File: src/rtl/core_pkg.sv
// core_pkg: shared issue-stage types and widths
package core_pkg;
    localparam int INSTR_W = 64;
    typedef enum logic {RUN, BR_WAIT} issue_state_e;
endpackage

File: src/rtl/issue_fifo.sv
// issue_fifo: registered synchronous FIFO with push/pop/clear and occupancy count
module issue_fifo #(
    parameter int DEPTH = 4,
    parameter int W = 64
) (
    input  logic                       i_clk,
    input  logic                       i_rst,
    input  logic                       i_clr,
    input  logic                       i_push,
    input  logic                       i_pop,
    input  logic [W-1:0]               i_din,
    output logic [W-1:0]               o_dout,
    output logic [$clog2(DEPTH+1)-1:0] o_count
);
    localparam int AW = $clog2(DEPTH);
    localparam int CW = $clog2(DEPTH + 1);
    logic [W-1:0]  mem [DEPTH];
    logic [AW-1:0] wr_ptr, rd_ptr;
    always_ff @(posedge i_clk) begin
        if (i_rst || i_clr) begin
            wr_ptr  <= '0;
            rd_ptr  <= '0;
            o_count <= '0;
        end else begin
            wr_ptr  <= i_push ? wr_ptr + AW'(1) : wr_ptr;
            rd_ptr  <= i_pop ? rd_ptr + AW'(1) : rd_ptr;
            o_count <= o_count + CW'(i_push) - CW'(i_pop);
        end
    end
    always_ff @(posedge i_clk) begin
        if (i_push) mem[wr_ptr] <= i_din;
    end
    assign o_dout = mem[rd_ptr];
endmodule

File: src/rtl/issue_sched.sv
// issue_sched: in-order issue scheduler allowing one branch in flight
// Optional perf counters o_issue_cnt/o_stall_cnt under `ISSUE_PERF_CNT_EN.
module issue_sched
    import core_pkg::*;
#(
    parameter int DEPTH = 4,
    parameter int INSTR_W = core_pkg::INSTR_W
) (
    input  logic                       i_clk,
    input  logic                       i_rst,
    input  logic                       i_fetch_valid,
    output logic                       o_fetch_ready,
    input  logic [INSTR_W-1:0]         i_fetch_instr,
    output logic                       o_id_en,
    output logic [INSTR_W-1:0]         o_id_instr,
    input  logic                       i_id_bru_en,
    input  logic                       i_exec_ready,
    input  logic                       i_bru_done,
    input  logic                       i_flush,
    output logic                       o_br_pending,
    output logic [$clog2(DEPTH+1)-1:0] o_q_count
`ifdef ISSUE_PERF_CNT_EN
    ,
    output logic [31:0]                o_issue_cnt,
    output logic [31:0]                o_stall_cnt
`endif
);
    localparam int CW = $clog2(DEPTH + 1);
    issue_state_e state_q, state_d;
    logic push, fire;
    logic [INSTR_W-1:0] head;
    assign o_fetch_ready = !i_rst && !i_flush && (o_q_count < CW'(DEPTH));
    assign push = i_fetch_valid && o_fetch_ready;
    assign o_id_en = (o_q_count != '0) && (state_q == RUN);
    assign fire = o_id_en && i_exec_ready;
    assign o_id_instr = o_id_en ? head : '0;
    assign o_br_pending = (state_q == BR_WAIT);
    issue_fifo #(.DEPTH(DEPTH), .W(INSTR_W)) u_fifo (
        .i_clk   (i_clk),
        .i_rst   (i_rst),
        .i_clr   (i_flush),
        .i_push  (push),
        .i_pop   (fire),
        .i_din   (i_fetch_instr),
        .o_dout  (head),
        .o_count (o_q_count)
    );
    always_comb begin
        state_d = state_q;
        if (i_flush) state_d = RUN;
        else if (state_q == RUN && fire && i_id_bru_en) state_d = BR_WAIT;
        else if (state_q == BR_WAIT && i_bru_done) state_d = RUN;
    end
    always_ff @(posedge i_clk) begin
        if (i_rst) state_q <= RUN;
        else state_q <= state_d;
    end
`ifdef ISSUE_PERF_CNT_EN
    // counters survive flush; only reset clears them
    always_ff @(posedge i_clk) begin
        if (i_rst) begin
            o_issue_cnt <= '0;
            o_stall_cnt <= '0;
        end else begin
            o_issue_cnt <= fire ? o_issue_cnt + 32'd1 : o_issue_cnt;
            o_stall_cnt <= (o_q_count != '0 && !fire) ? o_stall_cnt + 32'd1 : o_stall_cnt;
        end
    end
`endif
endmodule

File: config.mk
export PLATFORM = sky130hd
export DESIGN_NAME = issue_sched
export DESIGN_NICKNAME = d
export VERILOG_FILES = /design/src/rtl/core_pkg.sv /design/src/rtl/issue_fifo.sv /design/src/rtl/issue_sched.sv
export SDC_FILE = /design/constraint.sdc
export NUM_CORES = 1
export LEC_CHECK = 0
export CORE_MARGIN = 1.5
export CORE_UTILIZATION = 29
export CTS_CLUSTER_SIZE = 8
export DETAILED_ROUTE_END_ITERATION = 10
export HOLD_SLACK_MARGIN = 0.15
export PLACE_DENSITY = 0.54
export SETUP_SLACK_MARGIN = 0.15
export SLEW_MARGIN = 20
export SYNTH_ARGS = -nofsm -noshare
export SYNTH_HDL_FRONTEND = slang
export SYNTH_SLANG_ARGS = --single-unit
File: constraint.sdc
create_clock -name i_clk -period 7.7 [get_ports i_clk]
set_input_delay 0.77 -clock i_clk [delete_from_list [all_inputs] [get_ports i_clk]]
set_output_delay 0.77 -clock i_clk [all_outputs]
set_load 0.005 [all_outputs]
==> Word level (Yosys, flattened, before mapping) <==
Memory sizes are Yosys's and may differ from the RTL's. A register that Yosys moved wholly into a read port is not among the register bits.
Index checks and enable logic that the tools add are counted.
Widths: inputs -> output; s select.
{ "totals": {"register_bits": 8, "mem_bits_rw": 256, "inputBits": 71, "out_inout_bits": 70, "wordCells": 32, "memories": 1} }
{ "memory_table": {"columns": ["name", "words", "width", "rd", "rd_clocked_by_memory_dff", "wr", "line", "rtl"], "rows": [
  ["u_fifo.mem", 4, 64, 1, 1, 1, "issue_fifo.sv:17", "logic [W-1:0] mem [DEPTH];"]
]} }
{ "classes": {"addsub": 4, "n_lt_le_gt_ge": 1, "muxes": 7, "bitwise": 1, "n_reduce_logical": 14} }
{ "op_table": {"columns": ["operator", "count"], "rows": [
  ["$mux 64", 1],
  ["$logic_and 1x1->1", 8],
  ["$add 2x1->2 const B", 2],
  ["$mux 1", 4],
  ["$mux 2", 2],
  ["$add 3x1->3", 1],
  ["$lt 3x3->1 const B", 1],
  ["$reduce_bool 3->1", 1],
  ["$sub 3x1->3", 1],
  ["$logic_not 1->1", 2],
  ["$reduce_bool 2->1", 1],
  ["$reduce_or 2->1", 1],
  ["$logic_or 1x1->1", 1],
  ["$not 1->1", 1]
]} }

==> Longest topological paths before layout <==
{ "depth": {"depth_word": 6, "mapped_depth": 8, "mapped_depth_nobuf": 8} }

==> Cells and area by module <==
From an unflattened synthesis, not the netlist that was laid out.
{ "hier_totals": {"hier_cells": 458, "area_unflattened_um2": 10334.9} }
{ "by_module_without_submodules": {"columns": ["mod", "instances", "cells_per_inst", "area_per_inst_um2", "seq_area_each_um2"], "rows": [
  ["issue_fifo", 1, 378, 9750.6, 7867.5],
  ["issue_sched", 1, 80, 584.3, 20.0]
]} }

==> Worst setup path after synthesis <==
Ideal clock, no wire load.
{ "synth_timing": {"kind": "in2reg", "start": "input port i_flush", "end": "memory u_fifo.mem[0][0] (enable)", "setup_time_ps": 429, "arrival_time_ps": 2751, "required_time_ps": 7271, "path_slack_ps": 4521, "stages": 2, "path_cell_list": "nor4b_4 -> and2_1"} }
{ "synth_between": {"elab_chain_cells": 6} }
{ "synth_lines": {"columns": ["element", "line", "rtl"], "rows": [
  ["start: declaration", "issue_sched.sv:19", "input logic i_flush,"],
  ["$logic_not 1->1", "issue_sched.sv:32", "assign o_fetch_ready = !i_rst && !i_flush && (o_q_count < CW'(DEPTH));"],
  ["$logic_and 1x1->1 (2 in a row)", "issue_sched.sv:32", null],
  ["$logic_and 1x1->1", "issue_sched.sv:33", "assign push = i_fetch_valid && o_fetch_ready;"],
  ["$mux 1", "issue_fifo.sv:31", "if (i_push) mem[wr_ptr] <= i_din;"],
  ["$mux 1 (implied by the code)", "issue_fifo.sv:31", null],
  ["end: declaration", "issue_fifo.sv:17", null]
]} }
Every way passes these cells.

==> results.toml <==
[outcome]
outcome = "finished, final reports clean"

[floorplan]
dieWidth_um = 190.6
core_area_um2 = 34630
num_rows = 68
start_util_pct = 29.48
die_h_um = 190.6
ios = 141
dieArea_um2 = 36330

[detailed_routing]
vias = 4915
drc_errors = 0
wire_per_inst_um = 19.12
wl_um = 20860
vias_per_cell = 4.505
drt_first_iter_violations = 256
drtPass1Iterations = 4
antenna_left = 0

[finish]
fill_cells = 3113
drive_gt1_share_pct = 18.87
area_growth_pct = 29.72
final_nets = 702
diodes = 0

[clock_tree]
clock_latency_ns = 0.49
cts-root-buf = "clkbuf_16"
cts_setup_buffers = 0
cts_hold_buf = 0
cts.reportedPaths.clkPinSlew_ns = 0.05
tritoncts = "built"
cts-buffers-inserted = 39
htreeDepth = 2
ctsResizeCount = 0
clk_path_buf_depth = 3
cts_sinks = 266

[worst_setup_path]
end_kind = "output pin"
critical_path_class = "reg -> out"
crit_chain = "buf_4 -> mux4_2 -> and2_1 -> clkdlybuf4s50_1"
cp.required_ns = 6.93
path_max_fanout = 43
crit_slowest_cell = "buf_4"
slowest_delay_ns = 0.79
start_kind = "register"
arrival_ns = 3.24
ff2ff_path_depth = 3

[yosys]
synth_cell_types = 26
synth_area_um2 = 10210
syn-instance-count = 460
synth.largest_area_cell = "edfxtp_1"
yosys-top-cells-area = "edfxtp_1 75%, mux4_2 14%, and2_1 4.3%"
ys_ff_latch = 266
yosysTopAreaCellShare_pct = 75.31
synth_area_per_cell_um2 = 22.19
synth_fp_nets = 537
ys_seq_area_share_pct = 77.27
synth_warnings = 0

[timing]
fmaxAchievable_mhz = 249.4
skew_ns = 0.008834
period_needed_ns = 4.010
setup_viol = 0
slew_headroom_pct = 33.33
worst_slew_pin_slew_ns = 1.000
setup_slack_ns = 3.690
final.setup.tns_ns = 0
finalCritPeriodShare_pct = 52.07
rsz0062_at_grt = "no"
holdWs_ns = 0.5089
maxSlewViolCount = 0
hold_viol = 0

[power]
p_leak_nw = 4.127
p_per_area_nw_per_um2 = 245.9
power.total_mw = 3.256
irDropWorstVdd_uv = 119.1

[placement]
gp_congestion = 0.6996
hpwl_um = 11430
io_buffers = 140
post-place-ws_ns = 4.092

[global_route]
antenna_found_initial = 1
grt_pass1_wl_um = 32590
grt_pass1_vias = 5638
grt_max_degree = 66
gr-total-overflow = 0
track_usage_pct = 11.92

[hold_path]
hold_class = "reg -> reg"
holdPathStages = 2

[run]
max-cap-violations = 0
## layer usage
metal / wire [um] / vias to the layer above / global-route usage, %
li1: - / 2186 / -
met1: 8824 / 2555 / 14.53
met2: 10510 / 136 / 20.84
met3: 1102 / 36 / 3.110
met4: 410 / 2 / 3.271
met5: 17 / - / 0
## metrics by stage
step / area (um^2) / cells / utilization, %
2_1_floorplan: 10210 / 460 / -
3_3_place_gp: 12070 / 1035 / 34.86
3_5_place_dp: 12070 / 1035 / 34.86
4_1_cts: 13140 / 1087 / 37.94
5_1_grt: 13240 / 1091 / 38.24
6_report: 13240 / 1091 / 38.24
## registers in the layout, summed over array words and instances, names as in the netlist, named ones only
signal and flops:
u_fifo.o_count 3, u_fifo.mem 256, u_fifo.wr_ptr 2, u_fifo.rd_ptr 2
o_br_pending 1
## layout make-up
| type | instances | area (um^2) | area share, % |
|---|---|---|---|
| Clock buffer | 50 | 1060 | 8.003 |
| Clock inverter | 2 | 7.507 | 0.05669 |
| Inverter | 3 | 11.26 | 0.08504 |
| Multi-Input combinational cell | 169 | 2180 | 16.46 |
| Sequential cell | 266 | 7895 | 59.62 |
| Tap cell | 455 | 569.3 | 4.299 |
| Timing Repair Buffer | 146 | 1519 | 11.47 |
## cells by family after synthesis
family          after synthesis  share of synthesized area [%]
buf+inv                      25                          1.544
simple gates                 88                          5.467
flops                       266                          77.27
mux                          64                          14.19
xor+xnor                      3                         0.2575
compound gates                8                         0.4536
fa+ha+maj                     6                         0.8090
## where the power goes
group | switching [mW] | internal (mW)
registers | 0.00565 | 1.60
clock network | 0.545 | 0.943
logic | 0.0650 | 0.0925
total | 0.616 | 2.64
## path summary, 6_finish.rpt
check,end,startpoint,slack [ns]
worst max-delay path,o_id_instr[55],register,3.69
worst min-delay path,register,u_fifo.rd_ptr[1]$_SDFFE_PP0P_,0.51
worst max register to register,u_fifo.mem[0][30]$_DFFE_PP_,u_fifo.o_count[2]$_SDFF_PP0_,5.53
worst min register to register,register,u_fifo.rd_ptr[1]$_SDFFE_PP0P_,0.51
## synthesized netlist by cell type
library cell    n
edfxtp_1      256
and2_1         70
mux4_2         62
dfxtp_1        10
buf_2           7
buf_6           7
clkbuf_1        6
nor2_1          6
ha_1            5
a21oi_1         4
inv_1           3
nand2_1         3
or3_1           3
xnor2_1         3
clkbuf_2        2
mux4_1          2
o21ai_0         2
a31o_2          1
fa_1            1
nand2b_1        1
nand3b_1        1
nor3_4          1
nor3b_1         1
nor4b_4         1
o31ai_1         1
or2_2           1
## cells in the final DEF, fill, tap and decap left out, types with 4 or more instances in the layout
| master | netlist | layout |
|---|---|---|
| dfxtp_1 | 10 | 8 |
| clkdlybuf4s50_1 | 0 | 140 |
| mux4_2 | 62 | 62 |
| edfxtp_1 | 256 | 256 |
| nor2_1 | 6 | 5 |
| clkbuf_1 | 6 | 9 |
| and2_4 | 0 | 4 |
| clkbuf_16 | 0 | 41 |
| ha_1 | 5 | 5 |
| and2_1 | 70 | 66 |
| a21oi_1 | 4 | 4 |
## critical path, delay by kind of cell, from the launching register on
family                 cells  cell delay [ns]
buffers and inverters      2             1.24
flip-flops                 1             0.65
multiplexers               1             0.63
AND/OR/NAND/NOR            1             0.18
Power figures use the tool's default switching activity.
